<file path="src/rtl/hilo_div_ctrl.sv">
// Multi-cycle DIV/DIVU unit for the HI/LO pair: restoring divider, one quotient bit per cycle,
// with pipeline stall, flush squash and divide-by-zero bypass.
module hilo_div_ctrl #(
    parameter int DIV_CYCLES = 32
) (
    input  logic        clk,
    input  logic        rst,
    input  logic        start,
    input  logic        is_signed,
    input  logic [31:0] dividend,
    input  logic [31:0] divisor,
    input  logic        flush,
    output logic        stall,
    output logic        busy,
    output logic        hl_write_enable,
    output logic [63:0] hl_data,
    output logic        div_by_zero,
    output logic [1:0]  state_dbg
);

    // Handshake: start is accepted only in IDLE with flush low; the result is valid
    // exactly in the single cycle hl_write_enable is high, with no back-pressure.

    localparam int CW = $clog2(DIV_CYCLES + 1);

    typedef enum logic [1:0] {
        IDLE = 2'd0,
        CALC = 2'd1,
        DONE = 2'd2
    } state_t;

    state_t         state, state_nxt;
    logic [CW-1:0]  cnt;
    logic [31:0]    quo;
    logic [31:0]    rem;
    logic [31:0]    dsr;
    logic           neg_q, neg_r, dbz;

    logic           accept;
    logic           last;
    logic [31:0]    a_mag, b_mag;
    logic [32:0]    shifted;
    logic           fits;
    logic [31:0]    rem_step, quo_step;
    logic [31:0]    q_final, r_final;

    assign accept = (state == IDLE) && start && !flush;
    assign last   = (cnt == CW'(1));
    assign a_mag  = (is_signed && dividend[31]) ? -dividend : dividend;
    assign b_mag  = (is_signed && divisor[31])  ? -divisor  : divisor;

    // 33-bit partial remainder: previous remainder shifted left with the next dividend bit.
    assign shifted  = {rem, quo[31]};
    assign fits     = (shifted >= {1'b0, dsr});
    assign rem_step = fits ? 32'(shifted - {1'b0, dsr}) : shifted[31:0];
    assign quo_step = {quo[30:0], fits};
    assign q_final  = neg_q ? -quo_step : quo_step;
    assign r_final  = neg_r ? -rem_step : rem_step;

    always_ff @(posedge clk or negedge rst) begin
        if (!rst) begin
            state <= IDLE;
        end else begin
            state <= state_nxt;
        end
    end

    always_comb begin
        state_nxt = state;
        case (state)
            IDLE: begin
                if (accept) begin
                    state_nxt = (divisor == 32'd0) ? DONE : CALC;
                end
            end
            CALC: begin
                if (flush) begin
                    state_nxt = IDLE;
                end else if (last) begin
                    state_nxt = DONE;
                end
            end
            DONE:    state_nxt = IDLE;
            default: state_nxt = IDLE;
        endcase
    end

    always_comb begin
        stall           = rst && (accept || (state == CALC));
        busy            = (state != IDLE);
        hl_write_enable = (state == DONE) && !flush;
        div_by_zero     = hl_write_enable && dbz;
        state_dbg       = state;
    end

    always_ff @(posedge clk or negedge rst) begin
        if (!rst) begin
            cnt     <= '0;
            quo     <= '0;
            rem     <= '0;
            dsr     <= '0;
            neg_q   <= 1'b0;
            neg_r   <= 1'b0;
            dbz     <= 1'b0;
            hl_data <= '0;
        end else if (accept) begin
            cnt   <= CW'(DIV_CYCLES);
            quo   <= a_mag;
            rem   <= '0;
            dsr   <= b_mag;
            neg_q <= is_signed && (dividend[31] ^ divisor[31]);
            neg_r <= is_signed && dividend[31];
            dbz   <= (divisor == 32'd0);
            if (divisor == 32'd0) begin
                hl_data <= {dividend, 32'hFFFF_FFFF};
            end
        end else if ((state == CALC) && !flush) begin
            cnt <= cnt - CW'(1);
            quo <= quo_step;
            rem <= rem_step;
            // Result lands as DONE is entered so it is stable for the whole write cycle.
            if (last) begin
                hl_data <= {r_final, q_final};
            end
        end
    end

endmodule

</file>
<file path="config.mk">
export PLATFORM = sky130hd
export DESIGN_NAME = hilo_div_ctrl
export DESIGN_NICKNAME = d
export VERILOG_FILES = /design/src/rtl/hilo_div_ctrl.sv
export SDC_FILE = /design/constraint.sdc
export NUM_CORES = 1
export LEC_CHECK = 0
export BUFFER_PORTS_ARGS = -buffer_cell sky130_fd_sc_hd__buf_2
export CORE_MARGIN = 8
export CORE_UTILIZATION = 30
export CTS_CLUSTER_DIAMETER = 80
export DETAILED_ROUTE_END_ITERATION = 8
export PLACE_DENSITY = 0.52
export SLEW_MARGIN = 20
export SYNTH_ARGS = -nofsm -noshare
export SYNTH_HDL_FRONTEND = slang
export SYNTH_SLANG_ARGS = --single-unit
</file>
<file path="constraint.sdc">
create_clock -name clk -period 6.1 [get_ports clk]
set_input_delay 0.61 -clock clk [delete_from_list [all_inputs] [get_ports clk]]
set_output_delay 0.61 -clock clk [all_outputs]
set_load 0.02 [all_outputs]
</file>
==> results of run 1 <==
## state kept, by name (all words and copies together), names as in the netlist
signal     cells
state_dbg      2
hl_data       64
neg_r          1
quo           32
dsr           32
rem           32
neg_q          1
cnt            6
dbz            1
## logic make-up after synthesis
group | Yosys count
AO/OA/AOI/OAI | 468
adder cells (fa/ha/maj) | 39
multiplexers | 30
XOR/XNOR | 137
buffers and inverters | 149
flip-flops | 171
AND/OR/NAND/NOR | 601
## per-stage QoR
stage | utilization, % | instance area [µm²] | total power (µW) | instances
3_3_place_gp | 33.0 | 13800 | 8460 | 2194
4_1_cts | 34.4 | 14400 | 9660 | 2225
5_1_grt | 34.4 | 14400 | 10400 | 2225
3_5_place_dp | 33.0 | 13800 | 8490 | 2194
2_1_floorplan | - | 12800 | 6750 | 1595
6_report | 34.4 | 14400 | 9630 | 2225
## worst max-delay path: stages (launching register included)
cell                       delay, ns
sky130_fd_sc_hd__dfrtp_1        0.48
sky130_fd_sc_hd__ha_1           0.48
sky130_fd_sc_hd__a21oi_2        0.24
sky130_fd_sc_hd__o21ai_2        0.14
sky130_fd_sc_hd__a22o_2         0.28
sky130_fd_sc_hd__o31ai_4        0.37
sky130_fd_sc_hd__nand2_4        0.18
sky130_fd_sc_hd__inv_2          0.10
sky130_fd_sc_hd__mux2i_1        0.29
sky130_fd_sc_hd__ha_1           0.25
sky130_fd_sc_hd__nand3_1        0.11
sky130_fd_sc_hd__nor4_1         0.28
sky130_fd_sc_hd__nand2_1        0.09
sky130_fd_sc_hd__nor3_1         0.16
sky130_fd_sc_hd__a41oi_1        0.12
sky130_fd_sc_hd__nor4_1         0.51
sky130_fd_sc_hd__nand2_1        0.19
sky130_fd_sc_hd__o21ai_1        0.20
sky130_fd_sc_hd__xor2_1         0.10
sky130_fd_sc_hd__a211oi_1       0.27
## area by class of cell
type / instances / area, µm²
Clock inverter: 13 / 156
Sequential cell: 171 / 4280
Fill cell: 4453 / 27500
Clock buffer: 18 / 439
Multi-Input combinational cell: 1275 / 7870
Timing Repair Buffer: 151 / 795
Tap cell: 539 / 674
Inverter: 58 / 218
## cell usage after synthesis (20+ instances only)
master / instances
sky130_fd_sc_hd__o31ai_1: 20
sky130_fd_sc_hd__nand3_1: 26
sky130_fd_sc_hd__o21ai_0: 137
sky130_fd_sc_hd__nor2_1: 164
sky130_fd_sc_hd__xor2_1: 72
sky130_fd_sc_hd__nor3_1: 42
sky130_fd_sc_hd__buf_2: 23
sky130_fd_sc_hd__a21oi_1: 108
sky130_fd_sc_hd__inv_1: 56
sky130_fd_sc_hd__or3_1: 21
sky130_fd_sc_hd__clkbuf_1: 51
sky130_fd_sc_hd__nand2_1: 239
sky130_fd_sc_hd__dfrtp_1: 171
sky130_fd_sc_hd__mux2i_1: 28
sky130_fd_sc_hd__ha_1: 38
sky130_fd_sc_hd__a31oi_1: 57
sky130_fd_sc_hd__xnor2_1: 65
## where the power goes
group          total [µW]  internal [µW]  switching, µW
registers            2200           1650            552
logic                6280           2250           4030
clock network        1150            626            523
total                9630           4530           5100
## path summary, 6_finish.rpt
path | cells past startpoint | endpoint | slack, ns | startpoint
worst min register to register | 2 | dsr[6] | 0.48 | dsr[6]
worst max-delay path | 19 | hl_data[60] | 1.15 | rem[7]
max in group asynchronous | 2 | quo[7] | 4.63 | rst
worst min-delay path | 1 | hl_data[31] | 0.21 | rst
min in group clk | 3 | quo[1] | 0.44 | dividend[1]
worst max register to register | 19 | hl_data[60] | 1.15 | rem[7]
## per-layer routing
metal | track usage [%] | share of wire, %
met1 | 23.8 | 49
met2 | 25.6 | 44
met3 | 2.57 | 4.4
met4 | 5.29 | 2.3
met5 | 0 | 0
==> summary.json, run 1 <==
{
  "timing_max_transition_violations_final": 0,
  "maximum_number_of_pins_on_one_net_before_global_route_repair": 94,
  "final_min_period_over_clock_period_pct": 81.1,
  "syn_area_um2": 12800,
  "syn_inst": 1595,
  "cts_tree": "done",
  "p_leak_uw": 0.00614,
  "hold_path_class": "in -> async",
  "criticalPathCategory": "reg -> reg",
  "route.final.wire_length_um": 42200,
  "detail_route.first_pass.iterations": 4,
  "detailed_place_hpwl_um": 32900,
  "place.port_buffers": 138,
  "avgRoutedWirePerCell_um": 19.0,
  "drc": 0,
  "grt_antenna_before_repair": 0,
  "fin_tns_setup_ns": 0,
  "mostFrequentLayoutCell": "sky130_fd_sc_hd__nand2_1",
  "synthesis.nets": 1703,
  "period_needed_ns": 4.95,
  "critical_path.max_fanout": 12,
  "vdd_drop_max_mv": 0.272,
  "initialDrtViolationCount": 705,
  "place.gp.congestion": 0.863,
  "initial_utilization_pct": 30.5,
  "cts-buffers-inserted": 17,
  "grt-ovfl-total": 0,
  "cts.reportedPaths.clkPinSlew_ns": 0.07,
  "worst_clock_skew_ns": 0.0122,
  "cts.htree.levels": 4,
  "die_w_um": 222,
  "cts_buffer_depth": 2,
  "fp.dieArea_um2": 49400,
  "critical_path.endpoint_type": "register",
  "grt_setup_unrepaired": "no",
  "dieHeight_um": 222,
  "antenna_cells_inserted": 0,
  "first_pass_grt_wire_length_um": 66200,
  "rows": 75,
  "ys.warnings.count": 0,
  "antenna_violating_nets_post_route": 0,
  "synth_to_layout_area_growth_pct": 12.9,
  "layout.nets": 1782,
  "critPathRequiredTime_ns": 6.46,
  "via_per_inst": 5.29,
  "synth_compound_area_share_pct": 23.8,
  "ys_async_sr_fraction_pct": 100,
  "timing.critical_path.arrival_ns": 5.31,
  "post_cts_hold_buffer_count": 0,
  "power_per_cell_area_nw_per_um2": 667,
  "numClockSinks": 171,
  "syn_avg_cell_area_um2": 8.01,
  "synth.area.mux_share_pct": 2.37,
  "slew_headroom_pct": 26.2,
  "status": "finished clean",
  "synth_seq_area_share_pct": 33.5,
  "post_cts.repair.setup_buffers": 0,
  "tightest_slew_ns": 1.09,
  "largest_cells_by_area_after_synthesis": "sky130_fd_sc_hd__dfrtp_1 33%, sky130_fd_sc_hd__nand2_1 7.0%, sky130_fd_sc_hd__o21ai_0 5.4%",
  "fin_ws_ns": 1.15,
  "grt_pass1_vias": 11414,
  "max_cap_viol_count": 0,
  "synth-xor-area-share_pct": 9.39,
  "detailedPlace.worstSlack_ns": 1.19,
  "finalSetupViolations": 0,
  "drive_above_1_share_pct": 14.5,
  "dominantRegCellSynth": "sky130_fd_sc_hd__dfrtp_1",
  "synth_enable_flop_cells": 0,
  "grt.total_usage_pct": 16.7,
  "start_kind": "register",
  "routed-via-count": 11778,
  "achievable_frequency_mhz": 202,
  "cts-resized-gates": 0,
  "core_region_area_um2": 41900,
  "cts_root_buf": "sky130_fd_sc_hd__clkbuf_16",
  "synth_simple_gate_area_share_pct": 22.0,
  "flip_flop_and_latch_count_after_synthesis": 171,
  "yosys.area.top_type_share_pct": 33.5,
  "synth_fa_ha_area_share_pct": 3.88,
  "synth_top_family_by_area": "compound AO/OA/AOI/OAI gates",
  "yosys.cell_types.count": 89,
  "worst_skew_pair_later_pin_latency_ns": 0.45,
  "mostFrequentLayoutCells": "239 x sky130_fd_sc_hd__nand2_1, 171 x sky130_fd_sc_hd__dfrtp_1, 162 x sky130_fd_sc_hd__nor2_1",
  "ios": 139,
  "finalHoldWorstSlack_ns": 0.205,
  "finalHoldViolCount": 0,
  "post-synth-top-area-cell": "sky130_fd_sc_hd__dfrtp_1"
}
Power figures use the tool's default switching activity.
==> run 2: changes to the inputs <==
- PLACE_DENSITY: 0.52 -> 0.54
- clock period: 6.1 -> 4.2 ns (I/O delays scaled with it)
==> run 2 against run 1 <==
Effect of this change:
- combinational power up 72%
- via count increased by 4.7%
- hold slack improved by 0.073 ns
- routed wire length up 7.3%
- count of clock-buffer cells in the layout is 1 higher
- critical path type unchanged
- sequential share of layout area down 2.1 points
- die area is the same
- sequential power rose by 40%
- first-iteration DRC count up 36%
- power rose by 61%
- setup slack worse by 1.1 ns
- utilization is 2.6 points higher
==> summary.json, run 2 (synthesis gave the netlist of run 1 again) <==
{
  "status": "finished clean",
  "max_cap_viol_count": {"value": 0, "change": "unchanged"},
  "maximum_number_of_pins_on_one_net_before_global_route_repair": {"value": 129, "change": "+37%"},
  "grt_setup_unrepaired": "yes",
  "p_leak": {"value": 0.00672, "unit": "µW", "change": "+9.4%"},
  "detail_route.first_pass.iterations": {"value": 5, "change": "+1"},
  "top_register": "hl_data",
  "final_cell_area": {"value": 15500, "unit": "µm²", "change": "+7.7%"},
  "critical-path-top-cell-by-count": "sky130_fd_sc_hd__nand2_1",
  "first_pass_grt_wire_length": {"value": 71200, "unit": "µm", "change": "+7.5%"},
  "cts_root_buf": "sky130_fd_sc_hd__clkbuf_16",
  "place.gp.congestion": {"value": 0.936, "change": "+8.4%"},
  "rr_worst_depth": {"value": 19, "change": "unchanged"},
  "critical_path.max_fanout": {"value": 6, "change": "-6"},
  "worst_skew_pair_later_pin_latency": {"value": 0.45, "unit": "ns", "change": "about the same"},
  "avgRoutedWirePerCell": {"value": 19.4, "unit": "µm", "change": "+2.0%"},
  "worstHoldEndpoint": "dsr[17]",
  "crit_slowest_cell": "sky130_fd_sc_hd__or4_4",
  "antenna_cells_inserted": {"value": 0, "change": "unchanged"},
  "antenna_violating_nets_post_route": {"value": 0, "change": "unchanged"},
  "start_kind": "register",
  "drc": {"value": 0, "change": "unchanged"},
  "finalHoldWorstSlack": {"value": 0.278, "unit": "ns", "change": "+0.0726 ns"},
  "grt_antenna_before_repair": {"value": 0, "change": "unchanged"},
  "reg2reg_setup_slack": {"value": 0.05, "unit": "ns", "change": "-1.10 ns"},
  "finalSetupViolations": {"value": 0, "change": "unchanged"},
  "cts.htree.levels": {"value": 4, "change": "unchanged"},
  "rr_endpoint": "hl_data[56]",
  "dieHeight": {"value": 222, "unit": "µm", "change": "unchanged"},
  "route.final.wire_length": {"value": 45300, "unit": "µm", "change": "+7.3%"},
  "period_needed": {"value": 4.15, "unit": "ns", "change": "-0.800 ns"},
  "slew_headroom": {"value": 37.9, "unit": "%", "change": "+12 points"},
  "power.sequential.fraction": {"value": 19.8, "unit": "%", "change": "-3.1 points"},
  "hold_path_depth": 3,
  "hold_path.startpoint": "divisor[17]",
  "placement.cell_area": {"value": 14700, "unit": "µm²", "change": "+6.5%"},
  "criticalPathCategory": "reg -> reg",
  "vdd_drop_max": {"value": 0.428, "unit": "mV", "change": "+57%"},
  "critPathRequiredTime": {"value": 4.59, "unit": "ns", "change": "-1.87 ns"},
  "mostFrequentLayoutCell": "sky130_fd_sc_hd__nand2_1",
  "cts-buffers-inserted": {"value": 17, "change": "unchanged"},
  "routed-via-count": {"value": 12337, "change": "+4.7%"},
  "via_per_inst": {"value": 5.27, "change": "-0.44%"},
  "largest_reg_flops": {"value": 64, "change": "unchanged"},
  "timing_max_transition_violations_final": {"value": 0, "change": "unchanged"},
  "power_switching": {"value": 7930, "unit": "µW", "change": "+55%"},
  "worst_clock_skew": {"value": 0.0142, "unit": "ns", "change": "+0.00204 ns"},
  "worst_r2r_startpoint": "rem[18]",
  "initial_utilization": {"value": 30.5, "unit": "%", "change": "unchanged"},
  "ios": {"value": 139, "change": "unchanged"},
  "tightest_slew": {"value": 0.931, "unit": "ns", "change": "-0.161 ns"},
  "initialDrtViolationCount": {"value": 961, "change": "+36%"},
  "final_min_period_over_clock_period": {"value": 98.8, "unit": "%", "change": "+18 points"},
  "achievable_frequency": {"value": 241, "unit": "MHz", "change": "+19%"},
  "power_per_cell_area": {"value": 997, "unit": "nW/µm²", "change": "+49%"},
  "area_taken_by_multi_input_logic_gates": {"value": 8100, "unit": "µm²", "change": "+3.0%"},
  "clkPwrFrac": {"value": 10.3, "unit": "%", "change": "-1.6 points"},
  "critPathMaxStageDelay": {"value": 0.60, "unit": "ns", "change": "+0.09 ns"},
  "grt_pass1_vias": {"value": 12093, "change": "+5.9%"},
  "numClockSinks": {"value": 171, "change": "unchanged"},
  "finalHoldViolCount": {"value": 0, "change": "unchanged"},
  "fill_cells": {"value": 4403, "change": "-1.1%"},
  "critical_path.endpoint_type": "register",
  "swShare": {"value": 51.2, "unit": "%", "change": "-1.8 points"},
  "grt-ovfl-total": {"value": 0, "change": "unchanged"},
  "cts_buffer_depth": {"value": 2, "change": "unchanged"},
  "synth_to_layout_area_growth_pct": 21.6,
  "die_w": {"value": 222, "unit": "µm", "change": "unchanged"},
  "grt.total_usage": {"value": 18.1, "unit": "%", "change": "+1.4 points"},
  "rows": {"value": 75, "change": "unchanged"},
  "detailed_place_hpwl": {"value": 35800, "unit": "µm", "change": "+8.7%"},
  "place.port_buffers": {"value": 138, "change": "unchanged"},
  "drive_above_1_share": {"value": 21.5, "unit": "%", "change": "+7.1 points"},
  "comb_power_share": {"value": 69.9, "unit": "%", "change": "+4.7 points"},
  "layout.nets": {"value": 1897, "change": "+6.5%"},
  "fp.dieArea": {"value": 49400, "unit": "µm²", "change": "unchanged"},
  "cts_tree": "done",
  "timing.critical_path.cells": "ha_1 -> nand2_1 -> o21ai_1 -> a221oi_2 -> o21a_2 -> nand2_4 -> inv_4 -> mux2i_4 -> ha_4 -> nand3_4 -> nor4_4 -> nand2_1 -> nor3_2 -> a41oi_4 -> or4_4 -> o31ai_4 -> xnor2_1 -> nand2_1 -> a21oi_2",
  "core_region_area": {"value": 41900, "unit": "µm²", "change": "unchanged"},
  "internal_power": {"value": 7560, "unit": "µW", "change": "+67%"},
  "hold_path_class": "in -> reg",
  "total_power": {"value": 15500, "unit": "µW", "change": "+61%"},
  "mostFrequentLayoutCells": "238 x sky130_fd_sc_hd__nand2_1, 170 x sky130_fd_sc_hd__dfrtp_1, 162 x sky130_fd_sc_hd__nor2_1",
  "cts.reportedPaths.clkPinSlew": {"value": 0.08, "unit": "ns", "change": "about the same"},
  "placed_cells_incl_taps": {"value": 2301, "change": "+4.9%"},
  "timing.critical_path.arrival": {"value": 4.54, "unit": "ns", "change": "-0.77 ns"},
  "finish.cell_count_without_fillers": {"value": 2341, "change": "+5.2%"},
  "area.sequential": {"value": 4280, "unit": "µm²", "change": "about the same"}
}
==> run 2: cell types whose count changed in the layout (fill, tap and decap cells not counted), moves of 2 or more <==
cell,previous run,this run
sky130_fd_sc_hd__nor4_1,17,15
sky130_fd_sc_hd__ha_1,38,29
sky130_fd_sc_hd__buf_4,13,125
sky130_fd_sc_hd__o21ai_0,137,135
sky130_fd_sc_hd__buf_12,0,2
sky130_fd_sc_hd__ha_4,0,4
sky130_fd_sc_hd__ha_2,0,5
sky130_fd_sc_hd__clkinv_4,1,3
sky130_fd_sc_hd__a21oi_2,10,15
sky130_fd_sc_hd__o21ai_2,5,7
sky130_fd_sc_hd__nor4_4,1,3
sky130_fd_sc_hd__a21oi_1,108,103
==> run 2: worst max-delay path by stage <==
stage	start	end	slack, ns	cells after the start
2_1_floorplan	rem[14]	hl_data[56]	-0.30	23
3_3_place_gp	rem[29]	hl_data[52]	0.04	20
3_5_place_dp	rem[9]	hl_data[50]	-0.05	19
4_1_cts	rem[29]	hl_data[54]	0.04	20
5_1_grt	dsr[30]	hl_data[56]	-0.21	20
6_report	rem[18]	hl_data[56]	0.05	19
==> run 2: final cells by class <==
cell class	instances	area share, %
Multi-Input combinational cell	1275	52.2
Sequential cell	171	27.6
Timing Repair Buffer	266	10.8
Tap cell	539	4.34
Clock buffer	19	2.85
Inverter	58	1.42
Clock inverter	13	0.830
==> run 2: timing repair <==
action / 4_1_cts / 5_1_grt
buffers inserted: 0 / 7
hold endpoints to repair: 43 / 0
hold buffers: 1 / 0
pin swaps: 1 / 14
endpoints found under the setup margin: 3 / 9
resized for setup: 4 / 26
==> run 2: metrics by stage <==
step / setup slack (ns) / utilization (%) / setup TNS (ns)
after floorplan: -0.301 / - / -1.26
after global placement: 0.0439 / 35.1 / 0
after detailed placement: -0.0469 / 35.1 / -0.0803
after CTS: 0.0436 / 36.5 / 0
after global routing: -0.209 / 37.0 / -0.709
final: 0.0508 / 37.0 / 0
==> run 2: power by group through the flow <==
stage,combinational (µW),sequential (µW),clock (µW)
final,10800,3070,1590
after global routing,11900,3180,1690
after CTS,10500,3060,1640
after detailed placement,10400,3090,0
after global placement,10300,3060,0
after floorplan,6740,3310,0
==> run 2: metal layers <==
| layer | vias to the layer above | share of wire (%) | wire length, µm | track usage (%) |
|---|---|---|---|---|
| met5 | - | 0 | 0 | 0 |
| met4 | 0 | 2.1 | 953 | 5.29 |
| met3 | 48 | 5.2 | 2350 | 3.15 |
| met2 | 349 | 45 | 20500 | 29.0 |
| met1 | 5863 | 47 | 21500 | 24.8 |
| li1 | 6077 | - | - | - |
==> run 2: critical path, delay by kind of cell, from the launching register on <==
kind,cells,cell delay [ns]
AO/OA/AOI/OAI,6,1.09
flip-flops,1,0.46
adder cells (fa/ha/maj),2,0.60
buffers and inverters,1,0.09
AND/OR/NAND/NOR,8,1.44
XOR/XNOR,1,0.14
multiplexers,1,0.26
==> run 3: changes to the inputs <==
- CTS_BUF_LIST: not set -> sky130_fd_sc_hd__clkbuf_8
==> run 3 against run 2 <==
Effect of this change:
- final area shrank 1.3%
- critical path type unchanged
- count of clock-buffer cells in the layout shrank 1
- first-iteration DRC count shrank 3.4%
- fmax is essentially flat
- flip-flop and latch count is the same
- register-to-register slack is essentially flat
==> summary.json, run 3 (synthesis gave the netlist of run 1 again) <==
{
  "maximum_number_of_pins_on_one_net_before_global_route_repair": {"value": 129, "change": "unchanged"},
  "critical_path.max_fanout": {"value": 6, "change": "unchanged"},
  "drive_above_1_share": {"value": 21.4, "unit": "%", "change": "-0.12 points"},
  "largest_reg_flops": {"value": 64, "change": "unchanged"},
  "rows": {"value": 75, "change": "unchanged"},
  "grt_antenna_before_repair": {"value": 1, "change": "+1"},
  "grt_pass1_vias": {"value": 12080, "change": "-0.11%"},
  "finalSetupViolations": {"value": 0, "change": "unchanged"},
  "cts.htree.levels": {"value": 4, "change": "unchanged"},
  "reg2reg_setup_slack": {"value": 0.05, "unit": "ns", "change": "about the same"},
  "hold_path_class": "in -> reg",
  "critical_path.endpoint_type": "register",
  "worst_clock_skew": {"value": 0.0239, "unit": "ns", "change": "+0.00970 ns"},
  "initial_utilization": {"value": 30.5, "unit": "%", "change": "unchanged"},
  "detail_route.first_pass.iterations": {"value": 5, "change": "unchanged"},
  "cts_buffer_depth": {"value": 2, "change": "unchanged"},
  "top_register": "hl_data",
  "achievable_frequency": {"value": 241, "unit": "MHz", "change": "about the same"},
  "cts-buffers-inserted": {"value": 17, "change": "unchanged"},
  "grt.total_usage": {"value": 18.0, "unit": "%", "change": "-0.063 points"},
  "critPathRequiredTime": {"value": 4.65, "unit": "ns", "change": "+0.06 ns"},
  "rr_endpoint": "hl_data[56]",
  "core_region_area": {"value": 41900, "unit": "µm²", "change": "unchanged"},
  "numClockSinks": {"value": 171, "change": "unchanged"},
  "slew_headroom": {"value": 37.7, "unit": "%", "change": "-0.19 points"},
  "fin_ws": {"value": 0.0500, "unit": "ns", "change": "-0.000806 ns"},
  "avgRoutedWirePerCell": {"value": 19.3, "unit": "µm", "change": "-0.47%"},
  "place.gp.congestion": {"value": 0.936, "change": "unchanged"},
  "period_needed": {"value": 4.15, "unit": "ns", "change": "+0.000806 ns"},
  "cts_root_buf": "sky130_fd_sc_hd__clkbuf_8",
  "power_per_cell_area": {"value": 983, "unit": "nW/µm²", "change": "-1.4%"},
  "detailedPlace.worstSlack": {"value": -0.0469, "unit": "ns", "change": "unchanged"},
  "dieHeight": {"value": 222, "unit": "µm", "change": "unchanged"},
  "initialDrtViolationCount": {"value": 928, "change": "-3.4%"},
  "final_cell_area": {"value": 15300, "unit": "µm²", "change": "-1.3%"},
  "route.final.wire_length": {"value": 45100, "unit": "µm", "change": "-0.43%"},
  "tightest_slew": {"value": 0.934, "unit": "ns", "change": "+0.00285 ns"},
  "antenna_cells_inserted": {"value": 0, "change": "unchanged"},
  "startpoint": "rem[18]",
  "die_w": {"value": 222, "unit": "µm", "change": "unchanged"},
  "grt_setup_unrepaired": "yes",
  "worst_skew_pair_later_pin_latency": {"value": 0.51, "unit": "ns", "change": "+0.06 ns"},
  "fp.dieArea": {"value": 49400, "unit": "µm²", "change": "unchanged"},
  "placed_cells_incl_taps": {"value": 2301, "change": "unchanged"},
  "finalHoldViolCount": {"value": 0, "change": "unchanged"},
  "synth_to_layout_area_growth_pct": 20.0,
  "detailed_place_hpwl": {"value": 35800, "unit": "µm", "change": "unchanged"},
  "rr_worst_depth": {"value": 19, "change": "unchanged"},
  "final_min_period_over_clock_period": {"value": 98.8, "unit": "%", "change": "about the same"},
  "drc": {"value": 0, "change": "unchanged"},
  "mostFrequentLayoutCell": "sky130_fd_sc_hd__nand2_1",
  "finalHoldWorstSlack": {"value": 0.225, "unit": "ns", "change": "-0.0526 ns"},
  "vdd_drop_max": {"value": 0.433, "unit": "mV", "change": "+1.3%"},
  "first_pass_grt_wire_length": {"value": 71000, "unit": "µm", "change": "-0.23%"},
  "criticalPathCategory": "reg -> reg",
  "worst_r2r_startpoint": "rem[18]",
  "p_leak": {"value": 0.00663, "unit": "µW", "change": "-1.2%"},
  "finish.cell_count_without_fillers": {"value": 2342, "change": "+0.043%"},
  "endpoint": "hl_data[56]",
  "placement.cell_area": {"value": 14700, "unit": "µm²", "change": "unchanged"},
  "antenna_violating_nets_post_route": {"value": 0, "change": "unchanged"},
  "routed-via-count": {"value": 12340, "change": "+0.024%"},
  "ios": {"value": 139, "change": "unchanged"},
  "layout.nets": {"value": 1898, "change": "+0.053%"},
  "timing_max_transition_violations_final": {"value": 0, "change": "unchanged"},
  "fin_tns_setup": {"value": 0, "unit": "ns", "change": "unchanged"},
  "fill_cells": {"value": 4427, "change": "+0.55%"},
  "mostFrequentLayoutCells": "238 x sky130_fd_sc_hd__nand2_1, 170 x sky130_fd_sc_hd__dfrtp_1, 162 x sky130_fd_sc_hd__nor2_1",
  "max_cap_viol_count": {"value": 0, "change": "unchanged"},
  "timing.critical_path.arrival": {"value": 4.60, "unit": "ns", "change": "+0.06 ns"},
  "start_kind": "register",
  "cts_tree": "done",
  "place.port_buffers": {"value": 138, "change": "unchanged"},
  "via_per_inst": {"value": 5.27, "change": "about the same"},
  "status": "finished clean",
  "grt-ovfl-total": {"value": 0, "change": "unchanged"},
  "cts.reportedPaths.clkPinSlew": {"value": 0.11, "unit": "ns", "change": "+0.03 ns"}
}
-- run 3: worst min-delay path by stage --
| stage | startpoint | to | slack, ns | cells past startpoint |
|---|---|---|---|---|
| floorplan | rst | cnt[0] | 0.12 | 0 |
| detailed placement | rst | quo[15] | 0.38 | 1 |
| finish | dividend[21] | hl_data[53] | 0.23 | 3 |
| global route | divisor[9] | dsr[9] | 0.21 | 3 |
| global placement | rst | quo[15] | 0.38 | 1 |
| CTS | divisor[17] | dsr[17] | 0.18 | 3 |
-- run 3: worst max-delay path, cell delays in order, from the launching register on --
cell and delay (ns):
sky130_fd_sc_hd__dfrtp_1 0.47, sky130_fd_sc_hd__ha_1 0.40, sky130_fd_sc_hd__nand2_1 0.09, sky130_fd_sc_hd__o21ai_1 0.11, sky130_fd_sc_hd__a221oi_2 0.33, sky130_fd_sc_hd__o21a_2 0.23, sky130_fd_sc_hd__nand2_4 0.09, sky130_fd_sc_hd__inv_4 0.09
sky130_fd_sc_hd__mux2i_4 0.26, sky130_fd_sc_hd__ha_4 0.19, sky130_fd_sc_hd__nand3_4 0.08, sky130_fd_sc_hd__nor4_4 0.17, sky130_fd_sc_hd__nand2_1 0.10, sky130_fd_sc_hd__nor3_2 0.23, sky130_fd_sc_hd__a41oi_4 0.08, sky130_fd_sc_hd__or4_4 0.60
sky130_fd_sc_hd__o31ai_4 0.19, sky130_fd_sc_hd__xnor2_1 0.14, sky130_fd_sc_hd__nand2_1 0.08, sky130_fd_sc_hd__a21oi_2 0.15
-- run 3: final cells by class --
type	count	area, µm²	share of cell area, %
Clock buffer	18	248	1.62
Clock inverter	14	133	0.865
Inverter	58	220	1.44
Multi-Input combinational cell	1275	8080	52.7
Sequential cell	171	4280	27.9
Tap cell	539	674	4.40
Timing Repair Buffer	267	1690	11.0
-- run 3: per-stage QoR --
step,power (µW),util [%]
3_3_place_gp,13400,35.1
5_1_grt,16300,36.5
2_1_floorplan,10100,-
3_5_place_dp,13500,35.1
4_1_cts,14800,36.1
6_report,15100,36.5
-- run 3: repair_timing --
action                                  4_1_cts  5_1_grt
endpoints found under the setup margin        3        9
setup buffers                                 0        8
resized for setup                             5       22
hold endpoints to repair                     43        0
pin swaps                                     3       15
hold buffers                                  1        0
-- run 3: where the power goes --
part	switching (µW)	internal, µW
logic	6500	4310
registers	667	2400
clock network	699	496
total	7870	7200
-- run 3: per-layer routing --
layer  routed length [µm]  global-route usage [%]  vias to the layer above  share of wire, %
li1                     -                       -                     6063                 -
met1                21700                    24.7                     5887                48
met2                20300                    29.0                      344                45
met3                 2250                    3.46                       44               5.0
met4                  871                    4.63                        2               1.9
met5                   17                       0                        -             0.038
